## src/rtl/pipeline_pkg.sv

```systemverilog
// Shared pipeline definitions: hazard FSM encoding, forwarding selects, default specifier width.
package pipeline_pkg;

  localparam int unsigned REG_ADDR_W_DEF = 5;

  typedef enum logic [1:0] {
    StRun,
    StStall,
    StFlush
  } hazard_state_e;

  localparam logic [1:0] FWD_RF    = 2'b00;
  localparam logic [1:0] FWD_EXMEM = 2'b10;
  localparam logic [1:0] FWD_MEMWB = 2'b01;

  // EX/MEM wins over MEM/WB because it holds the younger result.
  function automatic logic [1:0] fwd_sel(logic hit_exmem, logic hit_memwb);
    if (hit_exmem) begin
      return FWD_EXMEM;
    end else if (hit_memwb) begin
      return FWD_MEMWB;
    end
    return FWD_RF;
  endfunction

endpackage

```

## src/rtl/hazard_ctrl_if.sv

```systemverilog
// Pipeline-to-hazard-controller bundle; the pipeline is the master, hazard_ctrl the slave.
interface hazard_ctrl_if #(
  parameter int unsigned REG_ADDR_W  = pipeline_pkg::REG_ADDR_W_DEF,
  parameter int unsigned FLUSH_DEPTH = 3,
  parameter int unsigned CNT_W       = 16
);
  logic [REG_ADDR_W-1:0]  id_rs, id_rt, ex_rs, ex_rt, ex_rd, mem_rd, wb_rd;
  logic                   id_uses_rs, id_uses_rt;
  logic                   ex_regwrite, ex_memread, mem_regwrite, wb_regwrite, mem_pcsrc;
  logic                   pc_write, if_id_write, id_ex_bubble;
  logic [FLUSH_DEPTH-1:0] flush;
  logic [1:0]             fwd_a, fwd_b;
  logic [CNT_W-1:0]       stall_cnt, flush_cnt;
  logic                   stall_err;

  modport master (
    output id_rs, id_rt, id_uses_rs, id_uses_rt, ex_rs, ex_rt, ex_rd, ex_regwrite, ex_memread,
    output mem_rd, mem_regwrite, wb_rd, wb_regwrite, mem_pcsrc,
    input  pc_write, if_id_write, id_ex_bubble, flush, fwd_a, fwd_b,
    input  stall_cnt, flush_cnt, stall_err
  );

  modport slave (
    input  id_rs, id_rt, id_uses_rs, id_uses_rt, ex_rs, ex_rt, ex_rd, ex_regwrite, ex_memread,
    input  mem_rd, mem_regwrite, wb_rd, wb_regwrite, mem_pcsrc,
    output pc_write, if_id_write, id_ex_bubble, flush, fwd_a, fwd_b,
    output stall_cnt, flush_cnt, stall_err
  );
endinterface

```

## src/rtl/fwd_unit.sv

```systemverilog
// Combinational EX operand forwarding selection; register 0 is never forwarded.
module fwd_unit
  import pipeline_pkg::*;
#(
  parameter int unsigned REG_ADDR_W = REG_ADDR_W_DEF
) (
  input  logic [REG_ADDR_W-1:0] ex_rs_i,
  input  logic [REG_ADDR_W-1:0] ex_rt_i,
  input  logic [REG_ADDR_W-1:0] mem_rd_i,
  input  logic                  mem_regwrite_i,
  input  logic [REG_ADDR_W-1:0] wb_rd_i,
  input  logic                  wb_regwrite_i,
  output logic [1:0]            fwd_a_o,
  output logic [1:0]            fwd_b_o
);
  logic mem_live, wb_live;

  assign mem_live = mem_regwrite_i && (mem_rd_i != '0);
  assign wb_live  = wb_regwrite_i && (wb_rd_i != '0);

  assign fwd_a_o = fwd_sel(mem_live && (mem_rd_i == ex_rs_i), wb_live && (wb_rd_i == ex_rs_i));
  assign fwd_b_o = fwd_sel(mem_live && (mem_rd_i == ex_rt_i), wb_live && (wb_rd_i == ex_rt_i));
endmodule

```

## src/rtl/hazard_ctrl.sv

```systemverilog
// Hazard detection, branch flush and forwarding control with stall watchdog.
// Define FORWARDING_EN to enable EX forwarding (then only load-use hazards stall).
module hazard_ctrl
  import pipeline_pkg::*;
#(
  parameter int unsigned REG_ADDR_W  = REG_ADDR_W_DEF,
  parameter int unsigned FLUSH_DEPTH = 3,
  parameter int unsigned CNT_W       = 16,
  parameter int unsigned MAX_STALL   = 4
) (
  input logic         clk,
  input logic         rst,
  hazard_ctrl_if.slave bus
);
  localparam int unsigned RunW = $clog2(MAX_STALL + 1);

  hazard_state_e    state_q;
  logic [CNT_W-1:0] stall_cnt_q, flush_cnt_q;
  logic [RunW-1:0]  run_q, run_d;
  logic             err_q;
  logic             rs_live, rt_live, haz, stall_apply;
  logic [1:0]       fwd_a_raw, fwd_b_raw;

  assign rs_live = bus.id_uses_rs && (bus.id_rs != '0);
  assign rt_live = bus.id_uses_rt && (bus.id_rt != '0);

`ifdef FORWARDING_EN
  assign haz = bus.ex_memread && bus.ex_regwrite &&
               ((rs_live && (bus.id_rs == bus.ex_rd)) || (rt_live && (bus.id_rt == bus.ex_rd)));

  fwd_unit #(
    .REG_ADDR_W(REG_ADDR_W)
  ) u_fwd_unit (
    .ex_rs_i       (bus.ex_rs),
    .ex_rt_i       (bus.ex_rt),
    .mem_rd_i      (bus.mem_rd),
    .mem_regwrite_i(bus.mem_regwrite),
    .wb_rd_i       (bus.wb_rd),
    .wb_regwrite_i (bus.wb_regwrite),
    .fwd_a_o       (fwd_a_raw),
    .fwd_b_o       (fwd_b_raw)
  );
`else
  logic unused_fwd_inputs;

  // WB writes the regfile in the first half-cycle, so only EX and MEM writers matter.
  assign haz = (rs_live && ((bus.ex_regwrite && (bus.id_rs == bus.ex_rd)) ||
                            (bus.mem_regwrite && (bus.id_rs == bus.mem_rd)))) ||
               (rt_live && ((bus.ex_regwrite && (bus.id_rt == bus.ex_rd)) ||
                            (bus.mem_regwrite && (bus.id_rt == bus.mem_rd))));
  assign fwd_a_raw = FWD_RF;
  assign fwd_b_raw = FWD_RF;
  assign unused_fwd_inputs = ^{bus.ex_rs, bus.ex_rt, bus.wb_rd, bus.wb_regwrite, bus.ex_memread};
`endif

  always_comb begin
    bus.pc_write     = 1'b1;
    bus.if_id_write  = 1'b1;
    bus.id_ex_bubble = 1'b0;
    bus.flush        = '0;
    bus.fwd_a        = fwd_a_raw;
    bus.fwd_b        = fwd_b_raw;
    stall_apply      = 1'b0;
    if (rst) begin
      bus.pc_write     = 1'b0;
      bus.if_id_write  = 1'b0;
      bus.id_ex_bubble = 1'b1;
      bus.flush        = '1;
      bus.fwd_a        = FWD_RF;
      bus.fwd_b        = FWD_RF;
    end else if (bus.mem_pcsrc) begin
      bus.flush = '1;
    end else if (haz) begin
      bus.pc_write     = 1'b0;
      bus.if_id_write  = 1'b0;
      bus.id_ex_bubble = 1'b1;
      stall_apply      = 1'b1;
    end
  end

  // Run length counts consecutive applied stall cycles, including the one entering STALL.
  always_comb begin
    run_d = '0;
    if (stall_apply) begin
      if (state_q != StStall) begin
        run_d = RunW'(1);
      end else if (run_q != RunW'(MAX_STALL)) begin
        run_d = run_q + RunW'(1);
      end else begin
        run_d = run_q;
      end
    end
  end

  always_ff @(posedge clk or posedge rst) begin
    if (rst) begin
      state_q     <= StRun;
      stall_cnt_q <= '0;
      flush_cnt_q <= '0;
      run_q       <= '0;
      err_q       <= 1'b0;
    end else begin
      if (bus.mem_pcsrc) begin
        state_q <= StFlush;
      end else if (haz) begin
        state_q <= StStall;
      end else begin
        state_q <= StRun;
      end
      if (stall_apply && (stall_cnt_q != '1)) stall_cnt_q <= stall_cnt_q + CNT_W'(1);
      if (bus.mem_pcsrc && (flush_cnt_q != '1)) flush_cnt_q <= flush_cnt_q + CNT_W'(1);
      run_q <= run_d;
      if (run_d >= RunW'(MAX_STALL)) err_q <= 1'b1;
    end
  end

  assign bus.stall_cnt = stall_cnt_q;
  assign bus.flush_cnt = flush_cnt_q;
  assign bus.stall_err = err_q;
endmodule

```

## src/flat_wrapper.sv

```systemverilog
// flat-port wrapper written by rule: the top's interface ports become plain ports
module hazard_ctrl_flat import pipeline_pkg::*;
#(
  parameter int unsigned REG_ADDR_W  = REG_ADDR_W_DEF,
  parameter int unsigned FLUSH_DEPTH = 3,
  parameter int unsigned CNT_W       = 16,
  parameter int unsigned MAX_STALL   = 4
)
  (clk, rst, bus_id_rs, bus_id_rt, bus_id_uses_rs, bus_id_uses_rt, bus_ex_rs, bus_ex_rt, bus_ex_rd, bus_ex_regwrite, bus_ex_memread, bus_mem_rd, bus_mem_regwrite, bus_wb_rd, bus_wb_regwrite, bus_mem_pcsrc, bus_pc_write, bus_if_id_write, bus_id_ex_bubble, bus_flush, bus_fwd_a, bus_fwd_b, bus_stall_cnt, bus_flush_cnt, bus_stall_err);
  hazard_ctrl_if #(.REG_ADDR_W(REG_ADDR_W), .FLUSH_DEPTH(FLUSH_DEPTH), .CNT_W(CNT_W)) bus_i ();
  input logic clk;
  input logic rst;
  input wire logic [$bits(bus_i.id_rs)-1:0] bus_id_rs;
  input wire logic [$bits(bus_i.id_rt)-1:0] bus_id_rt;
  input wire logic [$bits(bus_i.id_uses_rs)-1:0] bus_id_uses_rs;
  input wire logic [$bits(bus_i.id_uses_rt)-1:0] bus_id_uses_rt;
  input wire logic [$bits(bus_i.ex_rs)-1:0] bus_ex_rs;
  input wire logic [$bits(bus_i.ex_rt)-1:0] bus_ex_rt;
  input wire logic [$bits(bus_i.ex_rd)-1:0] bus_ex_rd;
  input wire logic [$bits(bus_i.ex_regwrite)-1:0] bus_ex_regwrite;
  input wire logic [$bits(bus_i.ex_memread)-1:0] bus_ex_memread;
  input wire logic [$bits(bus_i.mem_rd)-1:0] bus_mem_rd;
  input wire logic [$bits(bus_i.mem_regwrite)-1:0] bus_mem_regwrite;
  input wire logic [$bits(bus_i.wb_rd)-1:0] bus_wb_rd;
  input wire logic [$bits(bus_i.wb_regwrite)-1:0] bus_wb_regwrite;
  input wire logic [$bits(bus_i.mem_pcsrc)-1:0] bus_mem_pcsrc;
  output wire logic [$bits(bus_i.pc_write)-1:0] bus_pc_write;
  output wire logic [$bits(bus_i.if_id_write)-1:0] bus_if_id_write;
  output wire logic [$bits(bus_i.id_ex_bubble)-1:0] bus_id_ex_bubble;
  output wire logic [$bits(bus_i.flush)-1:0] bus_flush;
  output wire logic [$bits(bus_i.fwd_a)-1:0] bus_fwd_a;
  output wire logic [$bits(bus_i.fwd_b)-1:0] bus_fwd_b;
  output wire logic [$bits(bus_i.stall_cnt)-1:0] bus_stall_cnt;
  output wire logic [$bits(bus_i.flush_cnt)-1:0] bus_flush_cnt;
  output wire logic [$bits(bus_i.stall_err)-1:0] bus_stall_err;
  assign bus_i.id_rs = bus_id_rs;
  assign bus_i.id_rt = bus_id_rt;
  assign bus_i.id_uses_rs = bus_id_uses_rs;
  assign bus_i.id_uses_rt = bus_id_uses_rt;
  assign bus_i.ex_rs = bus_ex_rs;
  assign bus_i.ex_rt = bus_ex_rt;
  assign bus_i.ex_rd = bus_ex_rd;
  assign bus_i.ex_regwrite = bus_ex_regwrite;
  assign bus_i.ex_memread = bus_ex_memread;
  assign bus_i.mem_rd = bus_mem_rd;
  assign bus_i.mem_regwrite = bus_mem_regwrite;
  assign bus_i.wb_rd = bus_wb_rd;
  assign bus_i.wb_regwrite = bus_wb_regwrite;
  assign bus_i.mem_pcsrc = bus_mem_pcsrc;
  assign bus_pc_write = bus_i.pc_write;
  assign bus_if_id_write = bus_i.if_id_write;
  assign bus_id_ex_bubble = bus_i.id_ex_bubble;
  assign bus_flush = bus_i.flush;
  assign bus_fwd_a = bus_i.fwd_a;
  assign bus_fwd_b = bus_i.fwd_b;
  assign bus_stall_cnt = bus_i.stall_cnt;
  assign bus_flush_cnt = bus_i.flush_cnt;
  assign bus_stall_err = bus_i.stall_err;
  hazard_ctrl #(.REG_ADDR_W(REG_ADDR_W), .FLUSH_DEPTH(FLUSH_DEPTH), .CNT_W(CNT_W), .MAX_STALL(MAX_STALL)) u_core (.clk(clk), .rst(rst), .bus(bus_i));
endmodule
```

## config.mk

```make
export PLATFORM = sky130hd
export DESIGN_NAME = hazard_ctrl_flat
export DESIGN_NICKNAME = d
export VERILOG_FILES = /design/src/rtl/pipeline_pkg.sv /design/src/rtl/hazard_ctrl_if.sv /design/src/rtl/fwd_unit.sv /design/src/rtl/hazard_ctrl.sv /design/src/flat_wrapper.sv
export SDC_FILE = /design/constraint.sdc
export NUM_CORES = 1
export LEC_CHECK = 0
export CAP_MARGIN = 25
export CORE_MARGIN = 5
export CORE_UTILIZATION = 43
export DETAILED_ROUTE_END_ITERATION = 16
export PLACE_DENSITY_LB_ADDON = 0.1
export SETUP_SLACK_MARGIN = 0.1
export SKIP_CTS_REPAIR_TIMING = 1
export SYNTH_ARGS = -nofsm -noshare
export SYNTH_HDL_FRONTEND = slang
export SYNTH_SLANG_ARGS = --single-unit
```

## constraint.sdc

```tcl
create_clock -name clk -period 2.34 [get_ports clk]
set_clock_uncertainty 0.15 [all_clocks]
set_input_delay 0.468 -clock clk [delete_from_list [all_inputs] [get_ports clk]]
set_output_delay 0.468 -clock clk [all_outputs]
set_load 0.02 [all_outputs]
```

**Word level (Yosys, flattened, before mapping)**

Cells that the tools add are included.

- Add/subtract/negate cells: 3
- Div/mod/pow operators: 0
- Mux-type cells: 14
- Order comparisons: 1
- Reductions and logical operators: 15
- Multipliers: 0
- Equal/unequal tests: 8
- Bitwise gates (word level): 0
- Shifts and indexed selects: 0

Operators by type and width:

| operator | count |
|---|---|
| adder 16 x 1 -> 16 bit, second input constant | 2 |
| != test 16 bit, second input constant | 2 |
| == test 5 bit | 4 |
| 2-to-1 mux 3 bit | 5 |
| logical AND 1 bit | 10 |
| nonzero test 5 bit | 2 |
| 2-to-1 mux 1 bit | 8 |
| adder 3 x 1 -> 3 bit, second input constant | 1 |
| greater-or-equal comparator 3 bit, second input constant | 1 |
| logical OR 1 bit | 3 |
| != test 3 bit, second input constant | 1 |
| 2-to-1 mux 2 bit | 1 |
| != test 2 x 1 -> 1 bit, second input constant | 1 |

- Input bits: 44
- Logic and storage cells: 46
- Latch bits: 0
- Memory bits (writable): 0
- ROM bits: 0
- Register bits: 38
- Memories kept: 0
- Output and inout port bits: 43

**Depth between registers and ports, before layout**

Gate-level depths: netlist of run 1.

- Word-level depth: 10
- Depth in mapped cells: 7
- Gate-level depth less buffers: 7

**Worst setup path after synthesis of run 1**

OpenSTA, ideal clock, no wires.

- Path type: input to output
- Start: input port bus_id_rt[0]
- End: output port bus_pc_write
- Path buffers: 1
- Data required time: 1722 ps
- Slack: -272 ps
- Cell stages on the path: 6
- Arrival time: 1994 ps
- Cell sequence: or4_1 o21ai_0 o22ai_2 nor2b_1 nor2_1 buf_4

- Cells in the longest elaborated chain, start to end: 8
- Elaborated cells between the ends (all ways): 12
- Classes of those cells: eq/ne (2); mux (3); reduce/logical (7)

RTL lines:

| what | RTL line | source |
|---|---|---|
| from (decl) | flat_wrapper.sv:14 | `input wire logic [$bits(bus_i.id_rt)-1:0] bus_id_rt;` |
| == test 5 bit, on equally long branches | hazard_ctrl.sv:49, hazard_ctrl.sv:50 |  |
| logical AND 1 bit, on equally long branches | hazard_ctrl.sv:49, hazard_ctrl.sv:50 |  |
| logical OR 1 bit | hazard_ctrl.sv:49 | `(rt_live && ((bus.ex_regwrite && (bus.id_rt == bus.ex_rd)) \|\|` |
| logical AND 1 bit * | hazard_ctrl.sv:49 |  |
| logical OR 1 bit * | hazard_ctrl.sv:48 | `(bus.mem_regwrite && (bus.id_rs == bus.mem_rd)))) \|\|` |
| 2-to-1 mux 1 bit * (3 in a row) | - |  |
| to (decl) | flat_wrapper.sv:27 | `output wire logic [$bits(bus_i.pc_write)-1:0] bus_pc_write;` |

Mark *: on every way between the ends. The rest lies on a longest branch, timed or not.

**Final worst setup path of run 1**

- Start: input port bus_id_rs[3]
- End: output port bus_id_ex_bubble

- Cells in the longest elaborated chain, start to end: 8
- Elaborated cells between the ends (all ways): 12
- Classes of those cells: eq/ne (2); mux (3); reduce/logical (7)

RTL lines:

| what | RTL line | source |
|---|---|---|
| from (decl) | flat_wrapper.sv:13 | `input wire logic [$bits(bus_i.id_rs)-1:0] bus_id_rs;` |
| == test 5 bit, on equally long branches | hazard_ctrl.sv:47, hazard_ctrl.sv:48 |  |
| logical AND 1 bit, on equally long branches | hazard_ctrl.sv:47, hazard_ctrl.sv:48 |  |
| logical OR 1 bit | hazard_ctrl.sv:47 | `assign haz = (rs_live && ((bus.ex_regwrite && (bus.id_rs == bus.ex_rd)) \|\|` |
| logical AND 1 bit * | hazard_ctrl.sv:47 |  |
| logical OR 1 bit * | hazard_ctrl.sv:48 |  |
| 2-to-1 mux 1 bit * | hazard_ctrl.sv:73 | `end else if (haz) begin` |
| 2-to-1 mux 1 bit * | hazard_ctrl.sv:71 | `end else if (bus.mem_pcsrc) begin` |
| 2-to-1 mux 1 bit * | hazard_ctrl.sv:64 | `if (rst) begin` |
| to (decl) | flat_wrapper.sv:29 | `output wire logic [$bits(bus_i.id_ex_bubble)-1:0] bus_id_ex_bubble;` |

Marked as above.

==> results of run 1 <==
per-layer routing:
metal,GRT usage (%),vias up
li1,-,856
met1,21.6,838
met2,27.2,60
met3,4.60,6
met4,3.55,0
met5,0,-
state kept, by name, indices dropped and copies added, names as in the netlist:
register              count
u_core.bus.flush_cnt     16
u_core.run_q              3
u_core.state_q            2
u_core.bus.stall_err      1
u_core.bus.stall_cnt     16
worst max-delay path, cell delays in order:
cell,delay [ns]
clkbuf_2,0.11
or4_4,0.54
o21ai_4,0.18
o22ai_2,0.11
nor2b_4,0.15
nor2_4,0.13
inv_2,0.05
buf_6,0.12
through the flow:
step / setup slack [ns] / std cells / util [%] / instance area [sq um] / TNS (ns)
2_1_floorplan: -0.00144 / 209 / - / 2140 / -0.00237
3_3_place_gp: -0.875 / 354 / 62.5 / 2970 / -8.20
3_5_place_dp: -0.910 / 354 / 62.5 / 2970 / -8.93
4_1_cts: -0.918 / 362 / 65.5 / 3110 / -3.63
5_1_grt: -0.181 / 364 / 67.3 / 3200 / -0.462
6_report: -0.133 / 364 / 67.3 / 3200 / -0.331
placed cells by master, fill, tap and decap left out, drive strengths merged:
master	instances
a31oi	1
clkbuf	11
xnor2	17
o21ai	4
a21oi	1
inv	11
buf	27
or4b	1
o22ai	1
nand2	19
dfrtp	38
nand4	6
xor2	33
clkdlybuf4s50	39
nor4b	1
or2	1
conb	4
nand3b	1
mux2	2
nor3	3
nor2b	1
ha	4
and2	3
nor2	22
and3	2
dlymetal6s2s	16
nor4	5
nand3	11
or3	1
a32oi	2
or4	2
nand2b	1
bufinv	2
o21a	1
and4	2
nor4bb	1
layout make-up:
| type | count | area [sq um] |
|---|---|---|
| Multi-Input combinational cell | 153 | 1140 |
| Fill cell | 398 | 1560 |
| Clock buffer | 6 | 82.6 |
| Clock inverter | 2 | 60.1 |
| Tap cell | 67 | 83.8 |
| Sequential cell | 38 | 951 |
| Inverter | 11 | 41.3 |
| Timing Repair Buffer | 87 | 841 |
power breakdown:
part           switching (mW)  internal [mW]
Sequential              0.104          0.728
Combinational           0.262          0.275
Clock                   0.225          0.455
how the worst min path moves through the flow:
stage	startpoint	end	slack, ns	depth (start not counted)
2_1_floorplan	u_core.state_q[0]	u_core.run_q[0]	0.29	1
3_3_place_gp	u_core.bus.stall_err	u_core.bus.stall_err	0.30	1
3_5_place_dp	u_core.bus.stall_err	u_core.bus.stall_err	0.30	1
4_1_cts	u_core.bus.stall_err	u_core.bus.stall_err	0.32	1
5_1_grt	u_core.bus.stall_err	u_core.bus.stall_err	0.35	1
6_report	u_core.bus.stall_err	u_core.bus.stall_err	0.32	1
logic make-up (layout without fill, tap and decap cells):
| family | after synthesis | after routing | share of synthesized area (%) |
|---|---|---|---|
| muxes | 2 | 2 | 1.07 |
| and+or+nand+nor | 83 | 83 | 22.6 |
| other | 1 | 4 | 0.177 |
| DFF | 38 | 38 | 45.0 |
| buffers and inverters | 18 | 106 | 4.44 |
| xor gates and xnor gates | 50 | 50 | 20.7 |
| AOI/OAI and AO/OA | 10 | 10 | 3.61 |
| adders and majority gates | 4 | 4 | 2.37 |
==> results.py, run 1 <==
metrics = {
    "global_route": {
        "grt_max_degree": 39,
        "antenna_found_initial": 0,
        "grt_pass1_vias": 1742,
        "grt_first_pass_wirelength_mm": 8.38,
        "grt_overflow_total": 0,
        "track_usage_pct": 16.5,
    },
    "yosys": {
        "synth-async-reset-ratio_pct": 100,
        "seq_area_frac_synth_pct": 45.0,
        "yosysMostFrequentCell": "dfrtp_1",
        "synth_ff_type": "dfrtp_1",
        "yosysTopAreaCellShare_pct": 45.0,
        "yosys-top-cells-area": "dfrtp_1 (45%), xor2_1 (14%), xnor2_1 (7.0%)",
        "ys_types": 37,
        "yosysWarnings": 0,
        "syn_avg_cell_area_sq_um": 10.3,
        "ys_ff_latch": 38,
        "synth_common_cells": "dfrtp_1 (38), xor2_1 (33), nor2_1 (22), nand2_1 (19), xnor2_1 (17)",
        "synth-edff-count": 0,
        "synthCells": 206,
        "yosysTopAreaCell": "dfrtp_1",
        "synth.cell_area_sq_mm": 0.00211,
    },
    "worst_setup_path": {
        "startpoint_type": "primary input",
        "path_max_fanout": 3,
        "required_ns": 1.72,
        "reg2regPathDepth": 5,
        "cp-end-kind": "output port",
        "worst_setup_path_endpoint": "bus_id_ex_bubble",
        "arrival_ns": 1.85,
        "startpoint": "bus_id_rs[3]",
        "rr_startpoint": "u_core.bus.stall_cnt[8]",
        "timing.setup.critical_path_class": "in -> out",
        "r2r_setup_slack_ns": 0.22,
        "r2r-end": "u_core.bus.stall_cnt[1]",
    },
    "floorplan": {
        "die_w_microns": 80.1,
        "ios": 87,
        "core_area_sq_mm": 0.00475,
        "row_count": 25,
        "fp.dieH_microns": 80.1,
        "die_area_sq_mm": 0.00642,
        "initial_core_util_pct": 44.4,
    },
    "final_layout": {
        "drive_gt1_share_pct": 21.2,
        "n_antenna_cell": 0,
        "nets": 344,
        "synthToLayoutAreaGrowth_pct": 51.4,
    },
    "cts": {
        "max-clock-path-buffers": 2,
        "clock_latency_ns": 0.29,
        "path_clk_slew_ns": 0.08,
        "cts_tree": "built",
        "clock-sinks": 38,
        "cts_buffers": 5,
        "cts_root_buffer": "clkbuf_8",
        "cts-htree-levels": 2,
    },
    "sta": {
        "post-route-period-util_pct": 106,
        "drv_slew": 0,
        "finalSetupViolCount": 3,
        "rsz0062_at_grt": "true",
        "finalCriticalPeriod_ns": 2.47,
        "whs_ns": 0.317,
        "finalHoldViolations": 0,
        "fmax_ghz": 0.404,
        "finalWorstSetupSlack_ns": -0.133,
    },
    "drt": {
        "top_layer_used": "met4",
        "wl_met2_mm": 2.44,
        "avgViaCountPerCell": 4.84,
        "wl_met1_mm": 2.16,
        "drtIter0Drc": 18,
        "wirelength_mm": 5.03,
        "ant_nets": 0,
        "dr.pass1.iters": 4,
        "drc": 0,
        "wl_per_cell_microns": 13.8,
        "met3_length_microns": 370,
        "via_count": 1760,
    },
    "status": {
        "outcome": "complete, but fails checks",
        "violations": "setup timing",
    },
    "worst_hold_path": {
        "hold_class": "reg -> reg",
    },
    "run": {
        "drv_cap": 0,
    },
    "power_and_ir_drop": {
        "power_leakage_nw": 1.58,
        "powerDensity_mw_per_mm2": 640,
        "ir_drop_mv": 0.557,
        "finalPower_mw": 2.05,
    },
    "placed_design": {
        "hpwl_mm": 3.77,
        "finalWeightedCongestion": 0.854,
        "io_buffers": 65,
    },
}
Note: power is estimated with default switching activity, not from simulation.
==> run 2, diff against run 1 <==
--- a/config.mk
+++ b/config.mk
@@ -8,8 +8,9 @@
 export CAP_MARGIN = 25
 export CORE_MARGIN = 5
 export CORE_UTILIZATION = 43
+export CTS_CLUSTER_DIAMETER = 40
 export DETAILED_ROUTE_END_ITERATION = 16
-export PLACE_DENSITY_LB_ADDON = 0.1
+export PLACE_DENSITY = 0.86
 export SETUP_SLACK_MARGIN = 0.1
 export SKIP_CTS_REPAIR_TIMING = 1
 export SYNTH_ARGS = -nofsm -noshare
==> results.py, run 2 (synthesis gave the netlist of run 1 again) <==
metrics = {
    "status": {
        "outcome": "complete, but fails checks",
        "violations": "setup timing",
    },
    "worst_setup_path": {
        "crit_chain": "buf_6 -> buf_6 -> xor2_2 -> nor4_2 -> a32oi_2 -> o22ai_2 -> nor2b_4 -> nor2_4 -> buf_2",
        "cp_num_buf_inv": 3,
        "path_max_fanout": 3,
        "timing.setup.critical_path_class": "in -> out",
        "arrival_ns": 1.99,
        "startpoint_type": "primary input",
        "r2r_setup_slack_ns": 0.21,
        "cp_top_family": "simple AND/OR/NAND/NOR gates",
        "cpMostUsedCell": "buf_6",
        "crit_path_max_incr_delay_ns": 0.34,
        "required_ns": 1.72,
        "slowest_stage": "nor4_2",
        "cp-end-kind": "output port",
    },
    "floorplan": {
        "die_w_microns": 80.1,
        "initial_core_util_pct": 44.4,
        "core_area_sq_mm": 0.00475,
        "die_area_sq_mm": 0.00642,
        "row_count": 25,
        "ios": 87,
        "fp.dieH_microns": 80.1,
    },
    "global_route": {
        "grt_overflow_total": 0,
        "grt_pass1_vias": 1871,
        "track_usage_pct": 16.2,
        "grt_first_pass_wirelength_mm": 8.18,
        "antenna_found_initial": 0,
        "grt_max_degree": 22,
    },
    "run": {
        "drv_cap": 0,
    },
    "placed_design": {
        "dp_cells": 352,
        "pre_cts_ws_ns": -0.998,
        "finalWeightedCongestion": 0.836,
        "hpwl_mm": 3.91,
        "dpl-instance-area_sq_mm": 0.00296,
        "io_buffers": 65,
    },
    "sta": {
        "post-route-period-util_pct": 112,
        "fmax_ghz": 0.383,
        "finalWorstSetupSlack_ns": -0.270,
        "finalCriticalPeriod_ns": 2.61,
        "drv_slew": 0,
        "finalHoldViolations": 0,
        "rsz0062_at_grt": "true",
        "finalSetupViolCount": 3,
    },
    "power_and_ir_drop": {
        "power.share.clock_pct": 28.2,
        "combinationalPowerShare_pct": 28.7,
        "powerDensity_mw_per_mm2": 594,
        "p_sw_share_pct": 31.1,
        "power_leakage_nw": 1.62,
        "switchingPower_uw": 597,
        "intPower_mw": 1.32,
        "ir_drop_mv": 0.612,
        "sequentialPowerShare_pct": 43.1,
    },
    "drt": {
        "drtIter0Drc": 57,
        "dr.pass1.iters": 4,
        "ant_nets": 0,
        "wirelength_mm": 5.32,
        "avgViaCountPerCell": 4.88,
        "wl_per_cell_microns": 14.7,
        "drc": 0,
        "via_count": 1773,
    },
    "final_layout": {
        "layout_common_cells": "clkdlybuf4s50_1 (39), dfrtp_1 (38), xor2_1 (31)",
        "fin_area_sq_mm": 0.00324,
        "n_antenna_cell": 0,
        "fillers": 376,
        "drive_gt1_share_pct": 21.3,
        "synthToLayoutAreaGrowth_pct": 53.2,
        "instances_no_fill": 363,
        "mostFrequentLayoutCell": "clkdlybuf4s50_1",
        "nets": 343,
    },
    "cts": {
        "cts-htree-levels": 2,
        "clock-sinks": 38,
        "cts_root_buffer": "clkbuf_8",
        "max-clock-path-buffers": 2,
        "cts_buffers": 5,
        "clock_latency_ns": 0.29,
        "path_clk_slew_ns": 0.07,
        "cts_tree": "built",
    },
    "worst_hold_path": {
        "hold_class": "reg -> reg",
    },
}
[run 2: changes by cell type in the layout (fill, tap and decap cells not counted), sizes merged]
| cell | change |
|---|---|
| nand3 | +1 |
| buf | -3 |
| dlymetal6s2s | +4 |
| bufinv | -1 |
| clkbuf | -2 |
[run 2: worst paths after layout]
kind,from,to,cells past startpoint
max,bus_mem_rd[0],bus_pc_write,9
min,u_core.bus.stall_err,u_core.bus.stall_err,1
max reg2reg,u_core.bus.flush_cnt[5],u_core.bus.flush_cnt[5],7
min reg2reg,u_core.bus.stall_err,u_core.bus.stall_err,1
max in group asynchronous,rst,u_core.bus.stall_cnt[1],3
min in group asynchronous,rst,u_core.bus.stall_cnt[13],3
[run 2: final cells by class]
| type | count | area, sq um | share of cell area (%) |
|---|---|---|---|
| Inverter | 11 | 41.3 | 1.28 |
| Sequential cell | 38 | 951 | 29.4 |
| Timing Repair Buffer | 85 | 845 | 26.1 |
| Tap cell | 67 | 83.8 | 2.59 |
| Clock inverter | 1 | 30.0 | 0.928 |
| Clock buffer | 7 | 76.3 | 2.36 |
| Multi-Input combinational cell | 154 | 1210 | 37.4 |
[run 2: layer usage]
| layer | vias to the layer above | GRT usage (%) | wire length, microns |
|---|---|---|---|
| met2 | 67 | 26.9 | 2600 |
| met5 | - | 0 | 0 |
| li1 | 855 | - | - |
| met3 | 5 | 5.94 | 456 |
| met1 | 846 | 19.6 | 2210 |
| met4 | 0 | 4.56 | 47 |
[run 2: per-stage QoR]
step	hold WS [ns]	power [mW]	util (%)	TNS [ns]
after floorplan	0.286	1.11	-	-0.00237
after global routing	0.367	2.02	68.1	-1.01
after detailed placement	0.305	1.38	62.2	-10.43
after global placement	0.300	1.37	62.2	-8.48
after CTS	0.323	1.92	64.4	-4.87
final	0.318	1.92	68.1	-0.805
[run 2: power groups by stage]
stage | sequential [mW] | clock, mW | combinational (mW)
after detailed placement | 0.838 | 0 | 0.542
after CTS | 0.828 | 0.552 | 0.544
after floorplan | 0.912 | 0 | 0.195
final | 0.828 | 0.542 | 0.551
after global placement | 0.838 | 0 | 0.528
after global routing | 0.843 | 0.579 | 0.593
==> run 3, diff against run 2 <==
--- a/config.mk
+++ b/config.mk
@@ -6,8 +6,10 @@
 export NUM_CORES = 1
 export LEC_CHECK = 0
 export CAP_MARGIN = 25
+export CELL_PAD_IN_SITES_DETAIL_PLACEMENT = 1
+export CELL_PAD_IN_SITES_GLOBAL_PLACEMENT = 1
 export CORE_MARGIN = 5
-export CORE_UTILIZATION = 43
+export CORE_UTILIZATION = 32
 export CTS_CLUSTER_DIAMETER = 40
 export DETAILED_ROUTE_END_ITERATION = 16
 export PLACE_DENSITY = 0.86
==> results.py, run 3 (synthesis gave the netlist of run 1 again) <==
metrics = {
    "status": {
        "outcome": "complete, but fails checks",
        "violations": "setup timing",
    },
    "global_route": {
        "antenna_found_initial": 0,
        "grt_first_pass_wirelength_mm": 9.99,
        "grt_overflow_total": 0,
        "grt_pass1_vias": 2020,
        "track_usage_pct": 14.6,
        "grt_max_degree": 39,
    },
    "floorplan": {
        "die_w_microns": 91.3,
        "ios": 87,
        "core_area_sq_mm": 0.00639,
        "initial_core_util_pct": 33.1,
        "fp.dieH_microns": 91.3,
        "die_area_sq_mm": 0.00833,
        "row_count": 29,
    },
    "worst_setup_path": {
        "r2r-end": "u_core.bus.stall_cnt[1]",
        "crit_chain": "dlymetal6s2s_1 -> or4_4 -> o21ai_2 -> o22ai_2 -> nor2b_4 -> nor2_4 -> inv_2 -> buf_6",
        "crit_path_max_incr_delay_ns": 0.53,
        "path_max_fanout": 3,
        "startpoint_type": "primary input",
        "timing.setup.critical_path_class": "in -> out",
        "cp-end-kind": "output port",
        "required_ns": 1.72,
        "cp_num_buf_inv": 3,
        "path_depth": 8,
        "worst_setup_path_endpoint": "bus_id_ex_bubble",
        "arrival_ns": 1.87,
        "rr_startpoint": "u_core.bus.stall_cnt[9]",
        "startpoint": "bus_id_rt[3]",
        "cp_top_family": "simple AND/OR/NAND/NOR gates",
        "slowest_stage": "or4_4",
        "reg2regPathDepth": 5,
        "r2r_setup_slack_ns": 0.20,
    },
    "drt": {
        "via_count": 1796,
        "drtIter0Drc": 36,
        "dr.pass1.iters": 2,
        "ant_nets": 0,
        "wl_per_cell_microns": 15.9,
        "wirelength_mm": 5.91,
        "drc": 0,
        "avgViaCountPerCell": 4.84,
    },
    "sta": {
        "finalSetupViolCount": 3,
        "finalWorstSetupSlack_ns": -0.145,
        "rsz0062_at_grt": "true",
        "tns_ns": -0.381,
        "finalHoldViolations": 0,
        "fmax_ghz": 0.402,
        "drv_slew": 0,
        "finalCriticalPeriod_ns": 2.49,
        "post-route-period-util_pct": 106,
    },
    "final_layout": {
        "nets": 341,
        "synthToLayoutAreaGrowth_pct": 50.1,
        "fin_area_sq_mm": 0.00317,
        "mostFrequentLayoutCell": "clkdlybuf4s50_1",
        "layout_common_cells": "clkdlybuf4s50_1 (39), dfrtp_1 (37), xor2_1 (31)",
        "drive_gt1_share_pct": 23.8,
        "utilization_pct": 49.7,
        "n_antenna_cell": 0,
    },
    "cts": {
        "clock-sinks": 38,
        "cts-htree-levels": 2,
        "cts_root_buffer": "clkbuf_8",
        "path_clk_slew_ns": 0.07,
        "max-clock-path-buffers": 2,
        "cts_tree": "built",
        "clock_latency_ns": 0.28,
        "cts_buffers": 5,
    },
    "placed_design": {
        "finalWeightedCongestion": 0.851,
        "dpl-instance-area_sq_mm": 0.00296,
        "hpwl_mm": 4.57,
        "io_buffers": 65,
    },
    "power_and_ir_drop": {
        "power_leakage_nw": 1.53,
        "ir_drop_mv": 0.441,
        "powerDensity_mw_per_mm2": 583,
    },
    "run": {
        "drv_cap": 0,
    },
    "worst_hold_path": {
        "hold_class": "reg -> reg",
    },
}
==> run 3: how the worst min path moves through the flow <==
stage                               startpoint                    to  slack, ns  depth (start not counted)
after detailed placement  u_core.bus.stall_err  u_core.bus.stall_err       0.32                          1
after global routing      u_core.bus.stall_err  u_core.bus.stall_err       0.35                          1
after global placement       u_core.state_q[1]       u_core.run_q[1]       0.31                          1
after CTS                 u_core.bus.stall_err  u_core.bus.stall_err       0.34                          1
after floorplan              u_core.state_q[0]       u_core.run_q[0]       0.29                          1
final                     u_core.bus.stall_err  u_core.bus.stall_err       0.33                          1
==> run 3: layout make-up <==
cell class / instances / area (sq um)
fillers: 716 / 3210
multi-input cells: 153 / 1180
flip-flops and latches: 38 / 952
repair buffers: 84 / 811
well taps: 77 / 96.3
clock buffers: 7 / 86.3
inverters: 11 / 41.3
clock inverters: 1 / 5.00
==> run 3: metal layers <==
layer | wire length [microns] | GRT usage (%)
met1 | 2400 | 17.4
met2 | 3010 | 25.0
met3 | 376 | 5.21
met4 | 126 | 3.55
met5 | 0 | 0
==> run 3: report_power, final <==
group	internal (mW)	total, mW	switching [mW]
sequential	0.730	0.834	0.104
combinational	0.276	0.550	0.274
clock	0.238	0.466	0.228
total	1.24	1.85	0.606
==> run 3: metrics by stage <==
stage,hold slack [ns],setup slack (ns),instances,total power [mW]
finish,0.329,-0.145,371,1.85
global route,0.346,-0.244,371,1.96
detailed placement,0.317,-1.07,361,1.39
global placement,0.313,-0.938,361,1.37
CTS,0.337,-1.07,369,1.87
floorplan,0.286,-0.00144,209,1.11
==> patch 1, RTL diff (config.mk and constraints of run 1) <==
Add a define of `FORWARDING_EN`.
--- a/src/rtl/hazard_ctrl.sv
+++ b/src/rtl/hazard_ctrl.sv
@@ -1,5 +1,7 @@
 // Hazard detection, branch flush and forwarding control with stall watchdog.
 // Define FORWARDING_EN to enable EX forwarding (then only load-use hazards stall).
+`define FORWARDING_EN
+
 module hazard_ctrl
   import pipeline_pkg::*;
 #(
Function: changed (a bounded check fails within 4 cycles, from zero or initial values and one cycle with rst high).
==> patch 1 against run 1 <==
The run still ends with negative setup slack left; setup slack improved by 8.1 ps; synthesized area is 8.5% higher; first-iteration DRC count rose to 3.7 times the old value; sequential share of layout area shrank 4.7 points; final area is 19% higher; register-to-register slack improved by 110 ps; sequential cell count is the same; routed wire length up 26%; total power fell by 6.1%; critical path type unchanged; highest routed layer unchanged.
==> patch 1: results (changes against run 1) <==
STA
  • Setup Viol. Count Final: 5 (+2)
  • Final worst slack: -125 ps (+8.07 ps)

Layout
  • NonClk Buf Share: 30.2% (+4.0 points)
  • Inverters excl. clock: 9 (-2)
  • Layout net count: 400 (+16%)
  • Layout cells sized above 1: 31.5% (+10 points)
  • Multi-input comb cells: 176 (+15%)
  • FILL cells: 408 (+2.5%)

Setup path
  • Crit path max fanout: 2 (-1)
  • Reg-to-reg startpoint: u_core.bus.stall_cnt[4]
  • Crit path launch: bus_mem_rd[0]
  • Worst reg-to-reg path cell count: 6 (+1)

GRT
  • Vias in the first global route: 2159 (+24%)
  • Global Route Usage Sum: 16.9% (+0.40 points)
  • First-pass GRT wire length: 9690 um (+16%)

Power and ir drop
  • Max VDD drop: 0.538 mV (-3.4%)
  • Clk. pwr: 0.000564 W (-17%)
  • Combinational power: 0.000562 W (+4.7%)
  • Pwr/cell area: 507 nW/um^2 (-21%)

Placement
  • Port Buffers: 86 (+32%)

Detailed routing
  • First-iteration detailed-routing DRC count: 66 (+48)
  • Drt wl/cell: 15.0 um (+8.4%)
  • Met1 WL: 2390 um (+10%)

Hold path
  • Min-Delay Path Class: input pin to async pin

Run status
  • Run status: finished, violations left
  • Failing checks: negative setup slack

Yosys
  • Sequential fraction of the synthesis area: 41.5% (-3.5 points)
  • Synth area leaders: dfrtp_1 41%, xnor2_1 14%, xor2_1 8.0%
  • Synth cell types: 44 (+19%)
==> patch 1: cells by family (layout without fill, tap and decap cells) <==
group,Yosys count,in the layout,synth area share (%)
buffers and inverters,13,138,2.95
other,0,1,0
adder cells (fa/ha/maj),4,4,2.18
multiplexers,3,3,1.58
AO/OA/AOI/OAI,14,14,5.40
flip-flops,38,38,41.5
XOR/XNOR,58,58,22.5
AND/OR/NAND/NOR,97,97,23.9
==> patch 1: through the flow <==
step           worst slack (ps)  hold slack (ps)  instance area (um^2)  cells
2_1_floorplan              -167              288                  2340    227
3_3_place_gp               -991              299                  3490    411
3_5_place_dp              -1020              313                  3490    411
4_1_cts                   -1030              330                  3610    418
5_1_grt                    -186              288                  3790    422
6_report                   -125              224                  3790    423
==> patch 1: per-layer routing <==
layer  GRT usage [%]  vias up
met2            31.4       55
met4            4.31        0
met1            18.9     1040
li1                -     1036
met3            4.46       13
met5               0        -
==> patch 2, RTL diff (settings of run 1) <==
Without the edit above. Encoding of `hazard_state_e`: now one-hot (3 bits for 3 states).
--- a/src/rtl/pipeline_pkg.sv
+++ b/src/rtl/pipeline_pkg.sv
@@ -3,10 +3,10 @@
 
   localparam int unsigned REG_ADDR_W_DEF = 5;
 
-  typedef enum logic [1:0] {
-    StRun,
-    StStall,
-    StFlush
+  typedef enum logic [2:0] {
+    StRun   = 3'b001,
+    StStall = 3'b010,
+    StFlush = 3'b100
   } hazard_state_e;
 
   localparam logic [1:0] FWD_RF    = 2'b00;
Function: same outputs for any inputs over 10 cycles, from zero or initial values and one cycle with rst high; not proved beyond that.
==> patch 2 against run 1 <==
The run still ends with negative setup slack left; setup slack worse by 180 ps; synthesized cell count rose by 4.9%; via count up 9.2%; sequential cell count increased by 1; final area up 5.4%; count of clock-buffer cells in the layout stayed put; total power shrank 8.7%; routed wire length is 13% higher; critical path depth is 1 lower; synthesized area up 2.3%; combinational power rose by 8.6%; critical endpoint unchanged; largest power group unchanged.
==> patch 2: results (changes against run 1) <==
Setup path
  • Reg-to-reg startpoint: u_core.bus.stall_cnt[9]
  • Family with the most delay on the worst path: simple AND/OR/NAND/NOR gates
  • Critical Path Max Stage Delay: 510 ps (-30 ps)
  • Crit path DAT: 2030 ps (+180 ps)
  • R2r setup slk: 80 ps (-140 ps)
  • Crit path max-delay cell type: or4_4
  • Crit path launch: bus_id_rt[0]

Yosys
  • Synth area leaders: dfrtp_1 44%, xnor2_1 13%, xor2_1 6.1%
  • Synthesized area per cell: 10.0 um^2 (-2.4%)
  • Fraction of registers with async set/reset: 100% (unchanged)
  • Commonest cells post-synth: 38 x dfrtp_1, 32 x xnor2_1, 21 x nand2_1
  • Sequential fraction of the synthesis area: 45.2% (+0.20 points)
  • Synth cell types: 35 (-5.4%)

Clock network
  • Clock Latency Late Sink: 290 ps (about the same)
  • H-tree levels: 2 (unchanged)
  • Clock Pin Slew Worst Setup and Hold Paths: 70 ps
  • Num CTS Buffers: 5 (unchanged)
  • CTS Root Cell: clkbuf_8
  • Max clock buf depth: 2 (unchanged)

Detailed routing
  • DR vias/cell: 4.99 (+3.2%)
  • Highest routed layer: met4
  • TritonRoute pass-1 iters: 4 (unchanged)
  • DR vias: 1922 (+9.2%)
  • Met1 WL: 2530 um (+17%)
  • First-iteration detailed-routing DRC count: 38 (+20)
  • WL met2: 2930 um (+20%)
  • Drt wl/cell: 14.8 um (+7.2%)
  • Routed wl met3: 197 um (-47%)

Hold path
  • Min-Delay Path Class: register to register
  • Min-delay src: u_core.bus.flush_cnt[7]

STA
  • Setup tns final: -670 ps (-340 ps)
  • Setup Viol. Count Final: 3 (unchanged)
  • Final worst slack: -309 ps (-176 ps)
  • Hold Slack: 339 ps (+22.1 ps)

GRT
  • Largest net degree at the start of global routing: 32 (-18%)
  • Vias in the first global route: 1918 (+10%)
  • Global Route Usage Sum: 17.2% (+0.72 points)
  • First-pass GRT wire length: 8840 um (+5.4%)

Power and ir drop
  • Pleak: 1.59 nW (+0.88%)
  • Max VDD drop: 0.335 mV (-40%)

Placement
  • DP Area: 3070 um^2 (+3.2%)
  • Port Buffers: 65 (unchanged)
  • HPWL Detailed: 4180 um (+11%)
  • Worst slack, placed: -1050 ps (-137 ps)
  • Routability cong.: 0.803 (-6.1%)
  • Placed cell count: 366 (+3.4%)

Layout
  • Antenna fix cells: 0 (unchanged)
  • FILL cells: 397 (-0.25%)
  • Layout cells sized above 1: 24.5% (+3.3 points)

Run status
  • Failing checks: negative setup slack
  • Run status: finished, violations left
[patch 2: layer usage]
layer  GRT usage (%)  up-vias
met3            2.99        6
met2            29.1       43
li1                -      933
met4            3.55        0
met1            23.0      940
met5               0        -
[patch 2: final timing paths]
kind,end,cells after the start
max,bus_id_ex_bubble,7
min,u_core.bus.flush_cnt[7],1
max reg2reg,u_core.bus.stall_cnt[4],9
min reg2reg,u_core.bus.flush_cnt[7],1
max in group asynchronous,u_core.bus.stall_cnt[11],3
min in group asynchronous,u_core.state_q[2],2
[patch 2: cell type report]
| class | instances | area, um^2 | area share (%) |
|---|---|---|---|
| multi-input combinational | 167 | 1250 | 37.0 |
| sequential | 39 | 977 | 29.0 |
| timing repair buffer | 99 | 960 | 28.5 |
| tap | 67 | 83.8 | 2.49 |
| clock buffer | 6 | 72.6 | 2.15 |
| inverter | 5 | 18.8 | 0.557 |
| clock inverter | 2 | 12.5 | 0.371 |
[patch 2: worst reg2reg max path, delay by kind of cell, from the launching register on]
kind | cells | cell delay (ps)
DFF | 1 | 420
buffers and inverters | 3 | 410
and+or+nand+nor | 4 | 840
AOI/OAI and AO/OA | 1 | 210
xor gates and xnor gates | 1 | 130
[patch 2: report_power, final]
group	internal (W)	switching (W)
clock	0.000208	0.000233
sequential	0.000750	0.0000958
combinational	0.000311	0.000272
[patch 2: cells by family after synthesis]
family,after synthesis,share of synthesized area [%]
mux,4,2.26
xor+xnor,47,19.0
simple gates,95,22.6
other cells,1,0.173
compound gates,13,4.63
buf+inv,13,3.82
fa+ha+maj,4,2.31
flops,39,45.2
